--- config.mk ---
export PLATFORM = sky130hd
export DESIGN_NAME = mealy_stim_sched_flat
export DESIGN_NICKNAME = d
export VERILOG_FILES = /design/src/rtl/mealy_stim_sched_if.sv /design/src/rtl/mealy_stim_sched.sv /design/src/flat_wrapper.sv
export SDC_FILE = /design/constraint.sdc
export NUM_CORES = 1
export LEC_CHECK = 0
export ABC_AREA = 1
export CAP_MARGIN = 20
export CORE_MARGIN = 2
export CORE_UTILIZATION = 45
export DETAILED_ROUTE_END_ITERATION = 8
export GPL_ROUTABILITY_DRIVEN = 0
export HOLD_SLACK_MARGIN = 0.1
export PLACE_DENSITY = 0.75
export SLEW_MARGIN = 20
export SYNTH_ARGS = -nofsm -noshare
export SYNTH_HDL_FRONTEND = slang
export SYNTH_SLANG_ARGS = --single-unit
--- constraint.sdc ---
create_clock -name clk -period 1.98 [get_ports clk]
set_clock_uncertainty 0.2 [all_clocks]
set_input_delay 0.198 -clock clk [delete_from_list [all_inputs] [get_ports clk]]
set_output_delay 0.198 -clock clk [all_outputs]
set_load 0.05 [all_outputs]
--- src/rtl/mealy_stim_sched_if.sv ---
// Config/stimulus bundle for mealy_stim_sched.
// master: pin-side controller plus the Mealy FSM output (z_in); slave: the sequencer.
interface mealy_stim_sched_if #(
   parameter int unsigned PAT_W = 16,
   parameter int unsigned LEN_W = 5,
   parameter int unsigned DIV_W = 8
);
   logic             start;
   logic             abort;
   logic [PAT_W-1:0] pat;
   logic [LEN_W-1:0] len;
   logic [DIV_W-1:0] div;
   logic             z_in;
   logic             x_out;
   logic             step;
   logic             fsm_clr;
   logic             busy;
   logic             done;
   logic [LEN_W-1:0] z_count;
   logic [PAT_W-1:0] z_cap;

   modport master (
      output start, abort, pat, len, div, z_in,
      input  x_out, step, fsm_clr, busy, done, z_count, z_cap
   );

   modport slave (
      input  start, abort, pat, len, div, z_in,
      output x_out, step, fsm_clr, busy, done, z_count, z_cap
   );
endinterface

--- src/rtl/mealy_stim_sched.sv ---
// Serial stimulus sequencer for the single-input Mealy FSM: clears the FSM, plays a latched
// pattern LSB-first with one step strobe per bit, and counts Mealy output hits.
// Optional per-bit z history: define MEALY_SCHED_CAPTURE_EN to build the z_cap flops.
module mealy_stim_sched #(
   parameter int unsigned PAT_W = 16,
   parameter int unsigned LEN_W = 5,
   parameter int unsigned DIV_W = 8
) (
   input logic               clk,
   input logic               rst,
   mealy_stim_sched_if.slave bus
);

   typedef enum logic [1:0] {StIdle, StClr, StSend, StDone} state_e;

   state_e           state_q, state_d;
   logic [PAT_W-1:0] shift_q, shift_d;
   logic [LEN_W-1:0] len_q, len_d;
   logic [DIV_W-1:0] div_q, div_d;
   logic [DIV_W-1:0] timer_q, timer_d;
   logic [LEN_W-1:0] bits_left_q, bits_left_d;
   logic [LEN_W-1:0] z_count_q, z_count_d;

   logic             accept;
   logic             step_fire;
   logic             x_out;
   logic             fsm_clr;
   logic             busy;
   logic             done;
   logic [LEN_W-1:0] len_clamped;

   // Requests longer than the pattern register are cut to PAT_W bits.
   assign len_clamped = (bus.len > LEN_W'(PAT_W)) ? LEN_W'(PAT_W) : bus.len;

   // State and datapath registers.
   always_ff @(posedge clk) begin
      if (rst) begin
         state_q     <= StIdle;
         shift_q     <= '0;
         len_q       <= '0;
         div_q       <= '0;
         timer_q     <= '0;
         bits_left_q <= '0;
         z_count_q   <= '0;
      end else begin
         state_q     <= state_d;
         shift_q     <= shift_d;
         len_q       <= len_d;
         div_q       <= div_d;
         timer_q     <= timer_d;
         bits_left_q <= bits_left_d;
         z_count_q   <= z_count_d;
      end
   end

   // Next-state and Mealy-style outputs; step is suppressed in an abort cycle.
   always_comb begin
      state_d     = state_q;
      shift_d     = shift_q;
      len_d       = len_q;
      div_d       = div_q;
      timer_d     = timer_q;
      bits_left_d = bits_left_q;
      z_count_d   = z_count_q;
      accept      = 1'b0;
      step_fire   = 1'b0;
      x_out       = 1'b0;
      fsm_clr     = 1'b0;
      busy        = 1'b0;
      done        = 1'b0;

      unique case (state_q)
         StIdle: begin
            // start wins over abort here; abort only matters once busy.
            if (bus.start) begin
               accept    = 1'b1;
               shift_d   = bus.pat;
               len_d     = len_clamped;
               div_d     = bus.div;
               z_count_d = '0;
               state_d   = StClr;
            end
         end
         StClr: begin
            busy        = 1'b1;
            fsm_clr     = 1'b1;
            timer_d     = div_q;
            bits_left_d = len_q;
            if (bus.abort) begin
               state_d = StIdle;
            end else if (len_q == '0) begin
               state_d = StDone;
            end else begin
               state_d = StSend;
            end
         end
         StSend: begin
            busy  = 1'b1;
            x_out = shift_q[0];
            if (bus.abort) begin
               state_d = StIdle;
            end else if (timer_q == '0) begin
               step_fire = 1'b1;
               if (bus.z_in) begin
                  z_count_d = z_count_q + LEN_W'(1);
               end
               // Shift and reload land on the edge closing the step cycle, so the next bit
               // is presented from the following cycle for a full div+1 window.
               shift_d     = shift_q >> 1;
               bits_left_d = bits_left_q - LEN_W'(1);
               timer_d     = div_q;
               if (bits_left_q == LEN_W'(1)) begin
                  state_d = StDone;
               end
            end else begin
               timer_d = timer_q - DIV_W'(1);
            end
         end
         StDone: begin
            done    = 1'b1;
            state_d = StIdle;
         end
         default: begin
            state_d = StIdle;
         end
      endcase
   end

   assign bus.x_out   = x_out;
   assign bus.step    = step_fire;
   assign bus.fsm_clr = fsm_clr;
   assign bus.busy    = busy;
   assign bus.done    = done;
   assign bus.z_count = z_count_q;

`ifdef MEALY_SCHED_CAPTURE_EN
   logic [PAT_W-1:0] cap_q, cap_d;
   logic [LEN_W-1:0] bit_idx;

   // Index of the bit currently on x_out.
   assign bit_idx = len_q - bits_left_q;

   // Record z_in at each step into the slot of the bit just sent.
   always_comb begin
      cap_d = cap_q;
      if (accept) begin
         cap_d = '0;
      end else if (step_fire) begin
         for (int unsigned i = 0; i < PAT_W; i++) begin
            if (LEN_W'(i) == bit_idx) begin
               cap_d[i] = bus.z_in;
            end
         end
      end
   end

   // Capture history register.
   always_ff @(posedge clk) begin
      if (rst) begin
         cap_q <= '0;
      end else begin
         cap_q <= cap_d;
      end
   end

   assign bus.z_cap = cap_q;
`else
   assign bus.z_cap = '0;
`endif

endmodule

--- src/flat_wrapper.sv ---
// flat-port wrapper written by rule: the top's interface ports become plain ports
module mealy_stim_sched_flat 
#(
   parameter int unsigned PAT_W = 16,
   parameter int unsigned LEN_W = 5,
   parameter int unsigned DIV_W = 8
)
  (clk, rst, bus_start, bus_abort, bus_pat, bus_len, bus_div, bus_z_in, bus_x_out, bus_step, bus_fsm_clr, bus_busy, bus_done, bus_z_count, bus_z_cap);
  mealy_stim_sched_if #(.PAT_W(PAT_W), .LEN_W(LEN_W), .DIV_W(DIV_W)) bus_i ();
  input logic clk;
  input logic rst;
  input wire logic [$bits(bus_i.start)-1:0] bus_start;
  input wire logic [$bits(bus_i.abort)-1:0] bus_abort;
  input wire logic [$bits(bus_i.pat)-1:0] bus_pat;
  input wire logic [$bits(bus_i.len)-1:0] bus_len;
  input wire logic [$bits(bus_i.div)-1:0] bus_div;
  input wire logic [$bits(bus_i.z_in)-1:0] bus_z_in;
  output wire logic [$bits(bus_i.x_out)-1:0] bus_x_out;
  output wire logic [$bits(bus_i.step)-1:0] bus_step;
  output wire logic [$bits(bus_i.fsm_clr)-1:0] bus_fsm_clr;
  output wire logic [$bits(bus_i.busy)-1:0] bus_busy;
  output wire logic [$bits(bus_i.done)-1:0] bus_done;
  output wire logic [$bits(bus_i.z_count)-1:0] bus_z_count;
  output wire logic [$bits(bus_i.z_cap)-1:0] bus_z_cap;
  assign bus_i.start = bus_start;
  assign bus_i.abort = bus_abort;
  assign bus_i.pat = bus_pat;
  assign bus_i.len = bus_len;
  assign bus_i.div = bus_div;
  assign bus_i.z_in = bus_z_in;
  assign bus_x_out = bus_i.x_out;
  assign bus_step = bus_i.step;
  assign bus_fsm_clr = bus_i.fsm_clr;
  assign bus_busy = bus_i.busy;
  assign bus_done = bus_i.done;
  assign bus_z_count = bus_i.z_count;
  assign bus_z_cap = bus_i.z_cap;
  mealy_stim_sched #(.PAT_W(PAT_W), .LEN_W(LEN_W), .DIV_W(DIV_W)) u_core (.clk(clk), .rst(rst), .bus(bus_i));
endmodule
Word-level counts from Yosys, hierarchy flattened
Cells that the tools add are included.
Storage, ports and cells
  register bits after elaboration: 49
  output and inout bits: 26
  logic and storage cells: 63
Operators by class
  add/sub/neg operators: 3
  $lt $le $gt $ge: 1
  equality and inequality tests: 10
  muxes and demuxes: 30
  reduce and logical (&&, ||, !) cells: 12
Operators by type and width (count)
  16-bit two-way mux: 3
  5-bit two-way mux: 7
  16-bit case mux with 2 select lines: 1
  5-bit case mux with 2 select lines: 2
  8-bit two-way mux: 2
  8-bit case mux with 2 select lines: 1
  2-bit two-way mux: 5
  8-bit zero test: 1
  1-bit two-way mux: 8
  2-bit case mux with 4 select lines: 1
  8-bit by 1-bit subtractor with 8-bit output, second input constant: 1
  2-bit != test, second input constant: 3
  3-bit by 2-bit != test with 1-bit output, second input constant: 2
  3-bit AND reduction: 2
  5-bit by 1-bit adder with 5-bit output, second input constant: 1
  5-bit by 1-bit == test with 1-bit output, second input constant: 1
  5-bit > comparator, second input constant: 1
  5-bit zero test: 1
  5-bit AND reduction: 1
  5-bit by 1-bit subtractor with 5-bit output, second input constant: 1
  2-bit == test, second input constant: 2
  2-bit AND reduction: 2
  4-bit AND reduction: 1
  2-bit nonzero test: 2
  4 further kinds: 4

Depth between registers and ports, before layout
  depth after elaboration: 5
  depth in mapped cells: 12

Worst setup path before layout
No wires, ideal clock.
  path kind: reg2out
  start point: register u_core.state_q[0]
  end point: output port bus_step
  arrival time: 1.928 ns
  setup slack: -0.346 ns
  stages on the path, launching flop included: 6
  path buffers: 1
  cells stage by stage: dfxtp_1 > inv_1 > ha_1 > buf_2 > nand2_1 > nor3_1
On the way
  longest elaborated chain between the ends: 2
RTL lines
  start: declaration: RTL line mealy_stim_sched.sv:16  | state_e state_q, state_d;
  start signal: assignment: RTL line mealy_stim_sched.sv:38  | state_q <= StIdle;
  start signal: assignment: RTL line mealy_stim_sched.sv:46  | state_q <= state_d;
  2-bit == test: RTL line mealy_stim_sched.sv:72  | unique case (state_q)
  1-bit two-way mux: RTL line mealy_stim_sched.sv:72
  end: declaration: RTL line flat_wrapper.sv:19  | output wire logic [$bits(bus_i.step)-1:0] bus_step;
No other way between the ends.

Worst setup path after layout
  start point: register u_core.z_count_q[4] (netlist: u_core.bus.z_count[4])
  end point: output port bus_z_count[4]
RTL lines
  start: declaration: RTL line mealy_stim_sched.sv:22  | logic [LEN_W-1:0] z_count_q, z_count_d;
  start signal: assignment: RTL line mealy_stim_sched.sv:52  | z_count_q <= z_count_d;
  end: declaration: RTL line flat_wrapper.sv:23  | output wire logic [$bits(bus_i.z_count)-1:0] bus_z_count;
No word-level cell between the ends.

==> reports/qor.csv <==
stage,metric,value,unit
outcome,status,finished clean,
synth,synth-xor-area-share,0.003239,
global_route,grt_start_max_net_pins,28,
clock_tree,cts_htree_levels,2,
placement,pre_cts_slack,-0.03647,ns
global_route,track_usage,0.1936,
clock_tree,cts_made_buffers,5,
min_path,min_to,u_core.len_q[0],
critical_path,crit_required,1.58,ns
clock_tree,cts_tree,yes,
power,vdd_drop_max,1.214,mV
global_route,grt_pass1_wl,10.14,mm
critical_path,critical_path.endpoint_type,output port,
critical_path,crit_chain,clkdlybuf4s50_1,
min_path,hp-start,bus_len[0],
sta,hold_viol,0,
critical_path,cp_slowest_cell,clkdlybuf4s50_1,
sta,layout_setup_ws,0.07239,ns
synth,synth_top_family_by_area,simple AND/OR/NAND/NOR gates,
die,die_x,81.52,µm
synth,synth_fa_ha_area_frac,0.04165,
routing,wire_per_inst,11.07,µm
sta,grt_setup_unrepaired,false,
sta,period_share,0.9634,
routing,drt_iter0_drc,163,
power,p_seq_frac,0.309,
die,core-area,0.005851,mm²
sta,fin_setup_tns,0,ns
critical_path,crit_family,buffers and inverters,
min_path,worstHoldPathCells,3,
power,power_frac_clock,0.133,
critical_path,cp.arrival,1.51,ns
routing,vias,2583,
routing,firstDrtPassIters,4,
power,p_int,2513,µW
sta,finalCriticalPeriod,1.908,ns
routing,drc,0,
synth,syn-instance-count,414,
sta,slew_viol_final,0,
power,switching_share,0.4725,
finish,diodes,0,
clock_tree,cts_sinks,49,
finish,syn_to_final_growth,23.79,%
routing,finalWirelength,5.954,mm
finish,num-fill-cells,584,
die,fp.dieArea,0.006645,mm²
power,comb_power_share,0.558,
synth,yosys.area_share.simple,0.3559,
routing,vias_per_cell,4.801,
synth,synth-seq-cells,49,
finish,drive_gt1_frac,0.09071,
die,die_h,81.52,µm
synth,synth_mux_area_frac,0,
power,power.switching,2251,µW
placement,portBuffers,43,
power,powerDensity,1424,mW/mm²
critical_path,r2r-start,u_core.state_q[1],
critical_path,path_class,reg2out,
critical_path,cp-start-kind,flop,
placement,dpl.cell_count,530,
critical_path,reg2reg_depth,10,
sta,worst_slew_pin_slew,0.4996,ns
finish,nets,505,
die,io_pins,60,
die,start_util,0.4621,
die,num_rows,28,
min_path,hp-class,in2reg,
synth,yosysSeqAreaShare,0.3628,
clock_tree,clk_path_buf_depth,2,
finish,instances_no_fill,538,
sta,fmax,524.2,MHz
critical_path,regToRegEndpoint,u_core.shift_q[1],
clock_tree,path_clk_slew,0.10,ns
critical_path,path_max_fanout,4,
sta,setup_viol,0,
synth,avgSynthCellArea,6.531,µm²
global_route,antenna_found_initial,0,
synth,netlist_area,0.002704,mm²
clock_tree,clockRootBuffer,clkbuf_8,
placement,hpwl,4.443,mm
global_route,globalRouteOverflowTotal,0,
global_route,grt_pass1_vias,2428,
synth,ys_types,32,
clock_tree,clock_latency,0.31,ns
routing,ant_nets,0,
critical_path,ff2ff_setup_slack,0.17,ns
critical_path,critPathBufInv,1,
sta,max_slew_margin,0.6664,
flow_run,drv_cap,0,
synth,synth_compound_area_frac,0.1129,
power,p_leak,0.001563,µW
synth,yosysWarnings,0,
critical_path,crit_path_max_incr_delay,0.82,ns
[Yosys cell counts, drive strengths merged]
| library cell | count | area (µm²) |
|---|---|---|
| nand2 | 111 | 429.2 |
| nor2 | 80 | 310.3 |
| dfxtp | 49 | 980.9 |
| o21ai | 35 | 186.4 |
| inv | 34 | 127.6 |
| buf | 24 | 171.4 |
| nand3 | 24 | 125.1 |
| a21oi | 18 | 90.09 |
| ha | 9 | 112.6 |
| nand4 | 8 | 50.05 |
| clkbuf | 7 | 26.28 |
| nor3 | 4 | 20.02 |
| nand3b | 2 | 15.01 |
| o21bai | 2 | 15.01 |
| a211oi | 1 | 7.510 |
| a31oi | 1 | 6.260 |
| and2 | 1 | 6.260 |
| clkinv | 1 | 5.000 |
| conb | 1 | 3.750 |
| or2 | 1 | 6.260 |
| xnor2 | 1 | 8.760 |
[layer usage]
layer  wire length, µm  track usage  part of all wire
met4               104      0.06441             0.017
met2              2814       0.3418              0.47
met1              2802       0.2323              0.47
met5                 0            0                 0
met3               233      0.04176             0.039
[layout make-up]
class                           count  area, µm²  area share
Tap cell                           75      93.84     0.02804
Timing Repair Buffer               57      569.3      0.1701
Sequential cell                    49      980.9      0.2931
Inverter                           35      136.4     0.04075
Clock inverter                      2      13.76    0.004112
Multi-Input combinational cell    314       1470      0.4393
Clock buffer                        6      82.58     0.02467
[power groups by stage]
stage	Combinational, µW	Clock, µW	Sequential, µW
final	2660	632	1470
after global routing	3020	687	1510
after CTS	2620	643	1470
after detailed placement	2580	0	1490
after global placement	2520	0	1480
after floorplan	1960	0	1490
[repair_timing]
item,CTS,global route
gates resized for setup,5,7
endpoints found under the hold margin,0,0
pin swaps,0,2
hold buffers,0,0
buffers inserted,0,0
endpoints found under the setup margin,19,27
[worst max-delay path by stage]
stage | from | end | slack (ns) | cells past startpoint
after floorplan | u_core.state_q[1] | u_core.timer_q[6] | 0.002 | 10
after global placement | bus_abort | u_core.shift_q[13] | 0.06 | 9
after detailed placement | u_core.state_q[0] | u_core.shift_q[1] | -0.04 | 8
after CTS | u_core.bus.z_count[1] | bus_z_count[1] | 0.02 | 1
after global routing | u_core.state_q[0] | u_core.timer_q[1] | 0.006 | 10
final | u_core.bus.z_count[4] | bus_z_count[4] | 0.07 | 1
[flip-flops by register name, summed over array words and instances (netlist names)]
register            flops
u_core.shift_q         16
u_core.div_q            8
u_core.timer_q          8
u_core.bits_left_q      5
u_core.bus.z_count      5
u_core.len_q            5
u_core.state_q          2
[per-stage QoR]
step	cell area [µm²]	hold WS (ns)	total power (µW)	utilization
after floorplan	2765	0.06707	3449	-
after global placement	3219	0.2540	4001	0.5503
after detailed placement	3219	0.2673	4071	0.5503
after CTS	3329	0.2353	4731	0.5691
after global routing	3347	0.2490	5215	0.5721
final	3347	0.2342	4764	0.5721
[worst reg2reg max path, delay by kind of cell (launching register included)]
family                     cells  cell delay, ns
and+or+nand+nor                6            0.53
buffers and inverters          3            0.41
DFF                            1            0.38
adders and majority gates      1            0.22
[kinds of logic after synthesis]
family,after synthesis
flops,49
xor+xnor,1
compound gates,57
other cells,1
fa+ha+maj,9
simple gates,231
buf+inv,66
[cells in the final DEF, fill, tap and decap left out, types with 13 or more instances in the layout]
cell	Yosys	layout
nand2_1	108	107
nor2_1	78	78
dfxtp_1	49	49
clkdlybuf4s50_1	0	34
inv_1	31	31
nand3_1	23	23
o21ai_0	22	21
a21oi_1	18	18
conb_1	1	16
buf_4	16	16
o21ai_1	12	13
Power figures use the tool's default switching activity.
==> RTL edit (config.mk and constraints unchanged) <==
Build with the macro `MEALY_SCHED_CAPTURE_EN` defined.
--- a/src/rtl/mealy_stim_sched.sv
+++ b/src/rtl/mealy_stim_sched.sv
@@ -3,2 +3,4 @@
 // Optional per-bit z history: define MEALY_SCHED_CAPTURE_EN to build the z_cap flops.
+`define MEALY_SCHED_CAPTURE_EN
+
 module mealy_stim_sched #(
Check against the original RTL: not equivalent (Yosys sat finds a counterexample within 4 cycles, from zero or initial values and one cycle with rst high).
==> RTL edit against the original RTL <==
The flow now finishes with violations (setup timing); wire length is 52% higher; hold slack better by 0.0094 ns; sequential cell count is 16 higher; total power is 16% lower; synthesized area is 28% higher; non-clock buffer count is 40 higher; worst setup slack worse by 0.13 ns; final area is 44% higher.
==> RTL edit: results (changes against the original RTL) <==
- Status: complete, but fails checks
- Failing checks: setup timing
- FF-to-FF Start: u_core.len_q[0]
- Vias in the first global route: 3166 (+30%)
- Synth top cells by count: 116 x nand2_1, 83 x nor2_1, 65 x dfxtp_1, 39 x a21oi_1, 39 x o21ai_0
- Register area share after synthesis: 37.7% (+1.4 points)
- Post-route worst setup slack: -0.0583 ns (-0.131 ns)
- Met1 Usage GRT: 28.0% (+4.8 points)
- Leakage power: 2.07 nW (+33%)
- Setup violators final: 16 (+16)
- CP Max Fanout: 8 (+4)
- Worst-Skew Late Latency: 0.34 ns (+0.03 ns)
- Post-synthesis xor/xnor area fraction: 2.29% (+2.0 points)
- Hold Startpoint: bus_pat[15]
- Internal Power: 2.63 mW (+4.7%)
- Max VDD drop: 0.473 mV (-61%)
- First-pass GRT wire length: 14800 um (+46%)
- Crit Path Class: reg -> reg
- Gr usage total: 21.7% (+2.3 points)
- Total Nets Final: 637 (+26%)
- Reg2Reg Depth: 9 (-1)
- Drt first pass iters: 5 (+1)
- Largest cells by area after synthesis: dfxtp_1 38%, nand2_1 13%, nor2_1 9.0%
- CP arrival: 2.07 ns (+0.56 ns)
- Netlist cell types: 36 (+13%)
- Vias after detailed routing: 3526 (+37%)
- Relative slew slack: 65.6% (-1.0 points)
- Sequential power share: 37.0% (+6.1 points)
- 1st-iter DRT viols: 331 (+100%)
- Layout cells sized above 1: 21.2% (+12 points)
- Dpl hpwl: 6400 um (+44%)
## RTL edit: per-stage QoR
step           cells  hold slack (ns)  power, mW  TNS [ns]
2_1_floorplan    499            0.101       2.25    -0.239
3_3_place_gp     672            0.253       2.60     -1.76
3_5_place_dp     672            0.258       2.63     -3.58
4_1_cts          690            0.242       3.86    -0.371
5_1_grt          693            0.265       4.23     -1.70
6_report         693            0.244       4.02    -0.471
## RTL edit: how the worst min path moves through the flow
stage	endpoint	slack, ns
floorplan	u_core.len_q[1]	0.10
global placement	u_core.timer_q[0]	0.25
detailed placement	u_core.div_q[5]	0.26
CTS	u_core.shift_q[15]	0.24
global route	u_core.shift_q[15]	0.26
finish	u_core.shift_q[15]	0.24
## RTL edit: cell families after synthesis
kind of cell,after synthesis
simple gates,264
buf+inv,59
compound gates,88
flops,65
xor+xnor,9
fa+ha+maj,14
## RTL edit: what timing repair did
action | CTS | global route
resized for setup | 20 | 42
setup endpoints to repair | 22 | 41
endpoints found under the hold margin | 0 | 0
pin swaps | 13 | 22
setup buffers | 2 | 3
## RTL edit: layer usage
layer,share of wire [%],wire length (um),vias to the layer above
met4,1.4,125,0
met2,49,4440,94
met1,45,4060,1618
met5,0,0,-
met3,4.6,413,14
li1,-,-,1800
## RTL edit: worst max-delay path: stages, from the launching register on
cell     delay (ns)
dfxtp_2        0.33
inv_2          0.07
ha_4           0.12
inv_2          0.03
fa_2           0.55
nand4_1        0.17
nor2_4         0.25
nand3_2        0.10
nand2_2        0.07
nor2_1         0.04
## RTL edit: final cells by class
type | count | area, sq um
multi-input combinational | 375 | 2070
tap | 99 | 124
inverter | 41 | 166
clock inverter | 4 | 51.3
clock buffer | 12 | 155
fill | 585 | 2520
sequential | 65 | 1310
timing repair buffer | 97 | 933
